## src/rtl/alu_sequencer.sv

```systemverilog
// alu_sequencer: command-side front end for the 8-bit i8080 ALU.
//
// A decoded opcode and its operands are accepted on a valid/ready port. The
// opcode is translated into the ALU's 5-bit control code. Registered operands
// and the flags input drive an external combinational ALU. Its result is
// captured and returned on a second valid/ready port. DAD is run as two ALU
// passes: the low byte first, then the high byte. The carry between the two
// passes goes through a temporary flag register, so the architectural flags
// change only once.
//
// Handshake rule (both ports): a transfer happens on the rising clock edge
// where valid && ready are both high. Valid, once raised, stays high and the
// payload stays constant until that edge. Ready never depends on valid.
//
// Ports:
//   clk, rst_n                 clock, asynchronous active-low reset
//   cmd_valid / cmd_ready      command port; ready only in IDLE with flags_load low
//   cmd_opcode, cmd_a, cmd_b   8080 opcode, accumulator, source/immediate
//   cmd_hl, cmd_rp             16-bit operands for DAD
//   flags_load, flags_wdata    direct flag-register load (POP PSW), IDLE only
//   alu_op_a/b, alu_control    registered operands and control to the ALU
//   alu_flags_in               flags presented to the ALU
//   alu_out, alu_flags_out     combinational ALU result
//   res_valid / res_ready      result port
//   res_data                   result; upper byte zero unless DAD
//   res_write, res_illegal     destination write enable, unsupported opcode
//   flags                      architectural flags (S7 Z6 A4 P2 C0, bit 1 = 1)
//   dbg_state                  current FSM state, for observation
module alu_sequencer #(
  parameter int              XLEN      = 8,
  parameter logic [XLEN-1:0] FLAGS_RST = 8'h02
) (
  input  logic              clk,
  input  logic              rst_n,
  input  logic              cmd_valid,
  output logic              cmd_ready,
  input  logic [7:0]        cmd_opcode,
  input  logic [XLEN-1:0]   cmd_a,
  input  logic [XLEN-1:0]   cmd_b,
  input  logic [2*XLEN-1:0] cmd_hl,
  input  logic [2*XLEN-1:0] cmd_rp,
  input  logic              flags_load,
  input  logic [XLEN-1:0]   flags_wdata,
  output logic [XLEN-1:0]   alu_op_a,
  output logic [XLEN-1:0]   alu_op_b,
  output logic [4:0]        alu_control,
  output logic [XLEN-1:0]   alu_flags_in,
  input  logic [XLEN-1:0]   alu_out,
  input  logic [XLEN-1:0]   alu_flags_out,
  output logic              res_valid,
  input  logic              res_ready,
  output logic [2*XLEN-1:0] res_data,
  output logic              res_write,
  output logic              res_illegal,
  output logic [XLEN-1:0]   flags,
  output logic [1:0]        dbg_state
);

  // Bit 1 of the 8080 flag byte always reads as one.
  localparam logic [XLEN-1:0] FLAG_B1 = XLEN'(2);

  typedef enum logic [1:0] {
    S_IDLE    = 2'd0,
    S_EXEC    = 2'd1,
    S_EXEC_HI = 2'd2,
    S_DONE    = 2'd3
  } state_t;

  state_t            r_state, w_next;
  logic              w_cmd_ready, w_accept;
  logic              w_legal, w_is_dad, w_write;
  logic [4:0]        w_ctl;
  logic [XLEN-1:0]   w_op_a, w_op_b;

  logic [XLEN-1:0]   r_alu_a, r_alu_b;
  logic [4:0]        r_alu_ctl;
  logic [XLEN-1:0]   r_flags, r_flags_tmp;
  logic [XLEN-1:0]   r_hl_hi, r_rp_hi;
  logic              r_is_dad;
  logic [2*XLEN-1:0] r_res_data;
  logic              r_res_write, r_res_illegal;

  // Opcode decode: control = {group, op}.
  always_comb begin
    w_legal  = 1'b1;
    w_is_dad = 1'b0;
    w_write  = 1'b1;
    w_ctl    = 5'b00000;
    w_op_a   = cmd_a;
    w_op_b   = cmd_b;
    if (cmd_opcode[7:6] == 2'b10 ||
        (cmd_opcode[7:6] == 2'b11 && cmd_opcode[2:0] == 3'b110)) begin
      // Register or immediate arithmetic/logic; CMP only updates flags.
      w_ctl   = {2'b00, cmd_opcode[5:3]};
      w_write = (cmd_opcode[5:3] != 3'b111);
    end else if (cmd_opcode[7:6] == 2'b00 && cmd_opcode[3:0] == 4'b1001) begin
      w_is_dad = 1'b1;
      w_ctl    = 5'b11000;
      w_op_a   = cmd_hl[XLEN-1:0];
      w_op_b   = cmd_rp[XLEN-1:0];
    end else if (cmd_opcode[7:6] == 2'b00 && cmd_opcode[2:0] == 3'b100) begin
      w_ctl = 5'b10000;                        // INR
    end else if (cmd_opcode[7:6] == 2'b00 && cmd_opcode[2:0] == 3'b101) begin
      w_ctl = 5'b10001;                        // DCR
    end else if (cmd_opcode[7:6] == 2'b00 && cmd_opcode[2:0] == 3'b111) begin
      // Rotates/DAA/CMA/STC/CMC; STC (110) and CMC (111) touch only carry.
      w_ctl   = {2'b01, cmd_opcode[5:3]};
      w_write = (cmd_opcode[5:4] != 2'b11);
    end else begin
      w_legal = 1'b0;
      w_write = 1'b0;
    end
  end

  always_ff @(posedge clk or negedge rst_n) begin
    if (!rst_n) r_state <= S_IDLE;
    else        r_state <= w_next;
  end

  always_comb begin
    w_next      = r_state;
    w_cmd_ready = 1'b0;
    w_accept    = 1'b0;
    case (r_state)
      S_IDLE: begin
        w_cmd_ready = !flags_load;
        w_accept    = cmd_valid && w_cmd_ready;
        if (w_accept) w_next = w_legal ? S_EXEC : S_DONE;
      end
      S_EXEC:    w_next = r_is_dad ? S_EXEC_HI : S_DONE;
      S_EXEC_HI: w_next = S_DONE;
      S_DONE:    if (res_ready) w_next = S_IDLE;
      default:   w_next = S_IDLE;
    endcase
  end

  always_ff @(posedge clk or negedge rst_n) begin
    if (!rst_n) begin
      r_alu_a       <= '0;
      r_alu_b       <= '0;
      r_alu_ctl     <= 5'b00000;
      r_flags       <= FLAGS_RST;
      r_flags_tmp   <= FLAGS_RST;
      r_hl_hi       <= '0;
      r_rp_hi       <= '0;
      r_is_dad      <= 1'b0;
      r_res_data    <= '0;
      r_res_write   <= 1'b0;
      r_res_illegal <= 1'b0;
    end else begin
      case (r_state)
        S_IDLE: begin
          if (flags_load) begin
            r_flags <= flags_wdata | FLAG_B1;
          end else if (w_accept) begin
            r_alu_a       <= w_op_a;
            r_alu_b       <= w_op_b;
            r_alu_ctl     <= w_ctl;
            r_is_dad      <= w_is_dad;
            r_hl_hi       <= cmd_hl[2*XLEN-1:XLEN];
            r_rp_hi       <= cmd_rp[2*XLEN-1:XLEN];
            r_res_data    <= '0;
            r_res_write   <= w_write;
            r_res_illegal <= !w_legal;
          end
        end
        S_EXEC: begin
          r_res_data <= {{XLEN{1'b0}}, alu_out};
          if (r_is_dad) begin
            // Low-byte carry is parked here; architectural flags stay put
            // until the high byte completes.
            r_flags_tmp <= alu_flags_out;
            r_alu_a     <= r_hl_hi;
            r_alu_b     <= r_rp_hi;
            r_alu_ctl   <= 5'b11001;
          end else begin
            r_flags <= alu_flags_out | FLAG_B1;
          end
        end
        S_EXEC_HI: begin
          r_res_data[2*XLEN-1:XLEN] <= alu_out;
          r_flags                   <= alu_flags_out | FLAG_B1;
        end
        default: ;
      endcase
    end
  end

  assign cmd_ready    = w_cmd_ready;
  assign alu_op_a     = r_alu_a;
  assign alu_op_b     = r_alu_b;
  assign alu_control  = r_alu_ctl;
  assign alu_flags_in = (r_state == S_EXEC_HI) ? r_flags_tmp : r_flags;
  assign res_valid    = (r_state == S_DONE);
  assign res_data     = r_res_data;
  assign res_write    = r_res_write;
  assign res_illegal  = r_res_illegal;
  assign flags        = r_flags;
  assign dbg_state    = r_state;

endmodule

```

## config.mk

```make
export PLATFORM = sky130hd
export DESIGN_NAME = alu_sequencer
export DESIGN_NICKNAME = d
export VERILOG_FILES = /design/src/rtl/alu_sequencer.sv
export SDC_FILE = /design/constraint.sdc
export NUM_CORES = 1
export LEC_CHECK = 0
export ABC_AREA = 1
export BUFFER_PORTS_ARGS = -buffer_cell sky130_fd_sc_hd__buf_2
export CAP_MARGIN = 20
export CORE_MARGIN = 1.5
export CORE_UTILIZATION = 49
export DETAILED_ROUTE_END_ITERATION = 10
export GPL_TIMING_DRIVEN = 0
export PLACE_DENSITY = 0.81
export SLEW_MARGIN = 20
export SYNTH_ARGS = -nofsm -noshare
export SYNTH_HDL_FRONTEND = slang
export SYNTH_SLANG_ARGS = --single-unit
```

## constraint.sdc

```tcl
create_clock -name clk -period 2.24 [get_ports clk]
set_clock_uncertainty 0.15 [all_clocks]
set_input_delay 0 -clock clk [delete_from_list [all_inputs] [get_ports clk]]
set_output_delay 0 -clock clk [all_outputs]
set_load 0.02 [all_outputs]
```

==> results of run 1 <==
[path summary, 6_finish.rpt]
| path | from | end | slack, ns |
|---|---|---|---|
| hold reg to reg | alu_control[1] | alu_control[1] | 0.33 |
| hold / removal | rst_n | res_data[10] | 0.04 |
| max in group asynchronous | rst_n | r_flags_tmp[1] | 1.60 |
| min in group clk | cmd_opcode[0] | alu_control[4] | 0.06 |
| setup / recovery | dbg_state[1] | alu_op_b[4] | 0.11 |
| setup reg to reg | dbg_state[1] | alu_op_b[4] | 0.11 |
[cells by family (layout without fill, tap and decap cells)]
group	Yosys count	count (layout)
AND/OR/NAND/NOR	260	260
flip-flops	73	73
buffers and inverters	66	307
AO/OA/AOI/OAI	50	50
multiplexers	6	6
adder cells (fa/ha/maj)	5	5
other	1	1
[power breakdown]
group / total (mW) / switching (mW) / internal [mW]
sequential: 2.21 / 0.335 / 1.88
clock: 1.02 / 0.479 / 0.544
combinational: 3.43 / 2.16 / 1.27
[worst max-delay path, cell delays in order (launching register included)]
cell and delay, ns:
sky130_fd_sc_hd__dfrtp_2 0.42, sky130_fd_sc_hd__inv_1 0.09, sky130_fd_sc_hd__ha_1 0.22, sky130_fd_sc_hd__inv_2 0.12, sky130_fd_sc_hd__buf_4 0.19, sky130_fd_sc_hd__nand3_1 0.09
sky130_fd_sc_hd__dlygate4sd3_1 0.58, sky130_fd_sc_hd__nand2_1 0.09, sky130_fd_sc_hd__nand2_1 0.06
[per-stage QoR]
step           cells  cell area [µm²]  hold WS, ns  worst slack [ns]  utilization, %
2_1_floorplan    461             3640       -0.446             0.329               -
3_3_place_gp     701             4470       0.0514             0.204            61.9
3_5_place_dp     702             4500       -0.201             0.161            62.3
4_1_cts          801             5530       0.0211            0.0502            76.7
5_1_grt          801             5540       0.0337           0.00758            76.8
6_report         801             5540       0.0368             0.107            76.8
[flip-flops by register name (all words and copies together), names as in the netlist, 2 cells and up]
register	flops
res_data	16
r_rp_hi	8
flags	7
r_flags_tmp	8
alu_op_a	8
r_hl_hi	8
alu_op_b	8
dbg_state	2
alu_control	5
[layout by cell type (no fill, tap or decap)]
cell | netlist | layout
sky130_fd_sc_hd__inv_2 | 4 | 4
sky130_fd_sc_hd__nor2_1 | 34 | 34
sky130_fd_sc_hd__conb_1 | 1 | 1
sky130_fd_sc_hd__nor2_4 | 1 | 1
sky130_fd_sc_hd__buf_2 | 5 | 144
sky130_fd_sc_hd__nand2_1 | 174 | 174
sky130_fd_sc_hd__dfrtp_2 | 0 | 2
sky130_fd_sc_hd__o21a_1 | 1 | 1
sky130_fd_sc_hd__bufinv_16 | 0 | 1
sky130_fd_sc_hd__buf_1 | 2 | 2
sky130_fd_sc_hd__nand3_4 | 1 | 1
sky130_fd_sc_hd__buf_12 | 0 | 1
sky130_fd_sc_hd__nor3_4 | 1 | 1
sky130_fd_sc_hd__clkinv_2 | 0 | 2
sky130_fd_sc_hd__ha_1 | 5 | 5
sky130_fd_sc_hd__clkbuf_2 | 0 | 1
sky130_fd_sc_hd__a21oi_1 | 3 | 3
sky130_fd_sc_hd__inv_1 | 43 | 43
sky130_fd_sc_hd__buf_16 | 0 | 1
sky130_fd_sc_hd__nor2_2 | 2 | 2
sky130_fd_sc_hd__dlygate4sd3_1 | 0 | 83
sky130_fd_sc_hd__dfstp_2 | 1 | 1
sky130_fd_sc_hd__mux2_2 | 6 | 6
sky130_fd_sc_hd__buf_4 | 4 | 6
sky130_fd_sc_hd__a31oi_1 | 6 | 6
sky130_fd_sc_hd__o211ai_1 | 8 | 8
sky130_fd_sc_hd__or2_1 | 2 | 2
sky130_fd_sc_hd__dfrtp_1 | 72 | 70
sky130_fd_sc_hd__buf_6 | 4 | 4
sky130_fd_sc_hd__nand2_2 | 2 | 2
sky130_fd_sc_hd__o21ai_4 | 1 | 1
sky130_fd_sc_hd__nand2_4 | 1 | 1
sky130_fd_sc_hd__o21ai_0 | 31 | 31
sky130_fd_sc_hd__clkbuf_1 | 4 | 5
sky130_fd_sc_hd__nand3_1 | 42 | 42
sky130_fd_sc_hd__clkbuf_8 | 0 | 10
[Yosys cell counts, types with 2 or more instances]
master | instances | share of area, %
sky130_fd_sc_hd__nand2_1 | 174 | 18
sky130_fd_sc_hd__ha_1 | 5 | 1.7
sky130_fd_sc_hd__nand2_2 | 2 | 0.34
sky130_fd_sc_hd__a31oi_1 | 6 | 1.0
sky130_fd_sc_hd__buf_4 | 4 | 0.83
sky130_fd_sc_hd__or2_1 | 2 | 0.34
sky130_fd_sc_hd__mux2_2 | 6 | 1.9
sky130_fd_sc_hd__inv_1 | 43 | 4.4
sky130_fd_sc_hd__buf_6 | 4 | 1.2
sky130_fd_sc_hd__nor2_2 | 2 | 0.34
sky130_fd_sc_hd__clkbuf_1 | 4 | 0.41
sky130_fd_sc_hd__inv_2 | 4 | 0.41
sky130_fd_sc_hd__a21oi_1 | 3 | 0.41
sky130_fd_sc_hd__nor2_1 | 34 | 3.5
sky130_fd_sc_hd__nand3_1 | 42 | 5.8
sky130_fd_sc_hd__o21ai_0 | 31 | 4.3
sky130_fd_sc_hd__dfrtp_1 | 72 | 50
sky130_fd_sc_hd__buf_1 | 2 | 0.21
sky130_fd_sc_hd__o211ai_1 | 8 | 1.7
sky130_fd_sc_hd__buf_2 | 5 | 0.69
[timing repair]
item,4_1_cts,5_1_grt
endpoints found under the setup margin,2,14
resized for setup,1,4
hold endpoints to repair,144,2
hold buffers,84,1
[layout make-up]
cell class | instances | area (µm²) | area share, %
Sequential cell | 73 | 1830 | 33.0
Timing Repair Buffer | 226 | 1590 | 28.6
Multi-Input combinational cell | 322 | 1510 | 27.3
Inverter | 47 | 176 | 3.18
Clock buffer | 13 | 149 | 2.69
Tap cell | 99 | 124 | 2.24
Buffer | 18 | 123 | 2.21
Clock inverter | 3 | 40.0 | 0.723
[per-layer routing]
layer | GRT usage [%] | wire length (µm)
met1 | 38.1 | 4620
met2 | 53.0 | 6030
met3 | 5.26 | 933
met4 | 17.3 | 403
met5 | 0 | 0
==> summary.md, run 1 <==
| Metric | Value |
|---|---|
| Post-CTS Setup Repair Bufs | `0` |
| Antenna viol nets, final | `0` |
| Fillers | `482` |
| Register-to-Register Path Depth | `8` |
| Area fraction in and, or, nand and nor cells after synthesis | `29.8%` |
| Share of async-settable or async-resettable flops after synthesis | `100%` |
| Root buffer selected by CTS | `sky130_fd_sc_hd__clkbuf_8` |
| Residual DRC | `0` |
| Required time reported for the critical path endpoint | `2.33 ns` |
| Buffers added on ports | `141` |
| Count of standard-cell rows | `31` |
| Cell Pwr Density | `1200 mW/mm²` |
| Via total after detailed routing | `4,126` |
| Chip Height | `89.2 µm` |
| Proportion of synthesized area in mux cells | `1.86%` |
| Net total in the final layout | `787` |
| Number of hold violations in the final report | `0` |
| Die area | `0.00795 mm²` |
| Number of sinks on the clock net | `73` |
| Final number of max-transition violations | `0` |
| Total number of yosys warnings | `0` |
| Core footprint | `0.00721 mm²` |
| Status | `finished, final reports clean` |
| Mapped cell area | `0.00364 mm²` |
| Number of violations reported at the end of detailed-routing iteration 0 | `318` |
| Inserted Clock Buffers | `9` |
| Clock latency of the later-clocked register in the worst-skew pair | `0.35 ns` |
| Gate Count Post-Synth | `461` |
| Leak Pwr | `3.01 nW` |
| Critical Setup Path Class | `reg -> reg` |
| Worst Path Arrival | `2.22 ns` |
| Maximum frequency from static timing analysis | `469 MHz` |
| Io pins | `144` |
| Final period demand of the worst path | `2.13 ns` |
| Wire length of the first global-routing pass | `18,700 µm` |
| Placed wire-length estimate after detailed placement | `7020 µm` |
| Setup repair after global routing missed its margin | `false` |
| Peak supply drop | `820 µV` |
| Final weighted congestion of routability-driven global placement | `0.897` |
| Initial standard-cell utilization of the core | `50.4%` |
| Setup violation total in the final timing report | `0` |
| Relative slew slack | `65.7%` |
| Post-Synth XOR/XNOR Area | `0%` |
| Total routing resource utilization after global routing | `31.3%` |
| WL final | `12,000 µm` |
| Main combinational cell family by area after synthesis | `simple AND/OR/NAND/NOR gates` |
| Number of enable flip-flop cells after synthesis | `0` |
| Via/cell ratio | `5.15` |
| Most frequently used flop master after synthesis | `sky130_fd_sc_hd__dfrtp_1` |
| Max-cap violations | `0` |
| Vias in the first global route | `4,048` |
| First-pass iteration count of the detailed router | `5` |
| Worst hold-check path type | `in -> async` |
| CP Max Fanout | `10` |
| Average detailed-routed wire length per instance | `15.0 µm` |
| CTS HTree Levels | `3` |
| Total power | `6.67 mW` |
| Layout overhead on the synthesized area | `52.3%` |
| Post-synthesis sequential area ratio | `50.3%` |
| CTS Buffer Depth | `2` |
| Seq cells post-synth | `73` |
| Slew at the pin closest to its max-slew limit | `0.514 ns` |
| CP endpoint kind | `register` |
| Synthesized netlist net count | `551` |
| Count of antenna diodes in the layout | `0` |
| Proportion of layout cells with a drive suffix above 1 | `27.4%` |
| Final clock period utilization by the worst path | `95.2%` |
| Clock transition at path regs | `0.08 ns` |
| Compound-gate portion of the synthesized area | `8.02%` |
| Synthesized-area fraction occupied by adder cells | `1.72%` |
| Antenna violations before repair | `0` |
| Number of distinct standard cells referenced by the synthesized netlist | `28` |
| Horiz. Die Dim | `89.2 µm` |
| GRT Residual Overflow | `0` |
| Setup TNS | `0 ns` |
| Worst setup SP type | `register` |
| Clock tree from TritonCTS | `built` |
| Maximum number of pins on one net before global-route repair | `49` |
| Syn avg cell area | `7.89 µm²` |
Note: power is estimated with default switching activity, not from simulation.
==> run 2: changes to the inputs <==
- CORE_ASPECT_RATIO: default -> 1.2
==> summary.md, run 2 (synthesis gave the netlist of run 1 again) <==
| Metric | Value |
|---|---|
| Status | `finished, final reports clean` |
| GRT Residual Overflow | `0` |
| Via/cell ratio | `5.14` |
| Worst hold-check path type | `in -> reg` |
| Residual DRC | `0` |
| Switching power summed over all nets | `2.94 mW` |
| Via total after detailed routing | `4,074` |
| Initial standard-cell utilization of the core | `50.3%` |
| Cell depth of the worst min-delay path | `6` |
| Total routing resource utilization after global routing | `30.1%` |
| Worst-path cell chain | `inv_1 -> ha_1 -> inv_2 -> clkbuf_4 -> nand3_1 -> dlygate4sd3_1 -> nand2_1 -> nand2_1` |
| Critical Path Start | `dbg_state[1]` |
| Slew at the pin closest to its max-slew limit | `0.501 ns` |
| Register-to-Register Path Depth | `8` |
| Required time reported for the critical path endpoint | `2.32 ns` |
| Final clock period utilization by the worst path | `96.8%` |
| Final number of max-transition violations | `0` |
| Setup repair after global routing missed its margin | `false` |
| Layout overhead on the synthesized area | `53.6%` |
| Final period demand of the worst path | `2.17 ns` |
| Cell Pwr Density | `1230 mW/mm²` |
| Die area | `0.00795 mm²` |
| Internal Dissipation | `3.91 mW` |
| Root buffer selected by CTS | `sky130_fd_sc_hd__clkbuf_8` |
| Stages on worst setup path | `8` |
| WL final | `11,600 µm` |
| Average detailed-routed wire length per instance | `14.6 µm` |
| CP endpoint kind | `register` |
| Peak supply drop | `968 µV` |
| CTS Buffer Depth | `2` |
| Destination of the worst register-to-register timing path | `alu_op_a[3]` |
| Met2 usage | `53.5%` |
| Number of hold violations in the final report | `0` |
| Wire length of the first global-routing pass | `18,300 µm` |
| Horiz. Die Dim | `81.7 µm` |
| Maximum frequency from static timing analysis | `461 MHz` |
| Fillers | `490` |
| Start of the worst register-to-register path | `dbg_state[1]` |
| Setup TNS | `0 ns` |
| Chip Height | `97.4 µm` |
| Area taken by multi-input logic gates | `0.00151 mm²` |
| Highest-utilization routing layer at the global route stage | `met2` |
| Worst setup SP type | `register` |
| Placed wire-length estimate after detailed placement | `6960 µm` |
| Max-cap violations | `0` |
| Max reg flops | `16` |
| Most frequent cells in the layout | `sky130_fd_sc_hd__nand2_1 (174), sky130_fd_sc_hd__buf_2 (144), sky130_fd_sc_hd__dlygate4sd3_1 (84), sky130_fd_sc_hd__dfrtp_1 (71), sky130_fd_sc_hd__inv_1 (43)` |
| Net total in the final layout | `788` |
| Storage cell area | `0.00183 mm²` |
| Setup slack, reg-to-reg | `0.07 ns` |
| Combinational power share | `49.6%` |
| Met1 Use GR | `32.9%` |
| Count of standard-cell rows | `34` |
| Clock tree from TritonCTS | `built` |
| Leak Pwr | `3.03 nW` |
| Worst Path Arrival | `2.25 ns` |
| Most frequent cell on the critical path | `sky130_fd_sc_hd__nand2_1` |
| GR Layer Usage met3 | `7.32%` |
| Count of antenna diodes in the layout | `0` |
| Final weighted congestion of routability-driven global placement | `0.806` |
| Clock latency of the later-clocked register in the worst-skew pair | `0.34 ns` |
| Io pins | `144` |
| Worst setup path endpoint | `alu_op_a[3]` |
| Buffers added on ports | `141` |
| Portion of total power attributed to the clock network | `18.3%` |
| Antenna viol nets, final | `0` |
| Maximum number of pins on one net before global-route repair | `43` |
| Kind of cell adding the most delay to the critical path | `buffers and inverters` |
| Antenna violations before repair | `0` |
| Most common cell after layout, fill and taps aside | `sky130_fd_sc_hd__nand2_1` |
| Core footprint | `0.00723 mm²` |
| Relative slew slack | `66.6%` |
| Number of sinks on the clock net | `73` |
| Critical-path cell with the highest stage delay | `sky130_fd_sc_hd__dlygate4sd3_1` |
| Maximum single-stage delay on the critical path | `0.57 ns` |
| Buf/Inv on CP | `4` |
| CP Max Fanout | `10` |
| Setup violation total in the final timing report | `0` |
| CTS HTree Levels | `3` |
| First-pass iteration count of the detailed router | `5` |
| Critical Setup Path Class | `reg -> reg` |
| Proportion of layout cells with a drive suffix above 1 | `27.6%` |
| Vias in the first global route | `4,151` |
| Fraction of power consumed by sequential logic | `32.1%` |
| Number of violations reported at the end of detailed-routing iteration 0 | `238` |
| Clock transition at path regs | `0.08 ns` |
| Post-Route Utilization | `77.2%` |
| Sw Share | `43.0%` |
| Inserted Clock Buffers | `9` |
[run 2: power groups by stage]
| stage | Sequential (mW) | Combinational (mW) | Clock [mW] |
|---|---|---|---|
| 2_1_floorplan | 2.58 | 1.77 | 0 |
| 3_3_place_gp | 2.17 | 3.06 | 0 |
| 3_5_place_dp | 2.20 | 3.16 | 0 |
| 4_1_cts | 2.18 | 3.35 | 1.27 |
| 5_1_grt | 2.26 | 3.75 | 1.33 |
| 6_report | 2.20 | 3.40 | 1.25 |
[run 2: per-stage QoR]
stage	total power [mW]	instance area, µm²	worst slack [ns]	instances	hold WS [ns]
floorplan	4.34	3640	0.329	461	-0.446
global placement	5.23	4460	0.225	692	0.0594
detailed placement	5.36	4480	0.186	693	-0.188
CTS	6.81	5580	0.0156	793	0.0287
global route	7.34	5590	0.00179	793	0.0842
finish	6.85	5590	0.0711	793	0.0604
[run 2: worst min-delay path, delay by kind of cell]
| kind | cells | cell delay (ns) |
|---|---|---|
| compound gates | 1 | 0.08 |
| simple gates | 4 | 0.32 |
| buf+inv | 1 | 0.10 |
[run 2: worst min-delay path by stage]
stage,start,to,slack [ns]
2_1_floorplan,rst_n,alu_control[0],-0.45
3_3_place_gp,cmd_hl[10],r_hl_hi[2],0.06
3_5_place_dp,rst_n,alu_op_b[4],-0.19
4_1_cts,cmd_opcode[0],alu_control[4],0.03
5_1_grt,flags_load,alu_control[4],0.08
6_report,cmd_opcode[0],alu_control[4],0.06
[run 2: area by class of cell]
class,count,share of cell area (%)
Tap cell,90,2.02
Buffer,18,2.19
Timing Repair Buffer,227,28.4
Sequential cell,73,32.7
Multi-Input combinational cell,322,27.1
Clock inverter,5,1.84
Clock buffer,11,2.53
Inverter,47,3.16
[run 2: layer usage]
metal  vias up  part of all wire, %
met5         -                    0
met4         0                  3.5
met3        44                  6.4
met2       197                   51
met1      1914                   39
li1       1919                    -
[run 2: repair_timing]
action / in CTS / in global routing
setup buffers: 0 / 0
resized for setup: 1 / 3
endpoints found under the setup margin: 2 / 10
pin swaps: 0 / 0
endpoints found under the hold margin: 145 / 0
hold buffers: 85 / 0
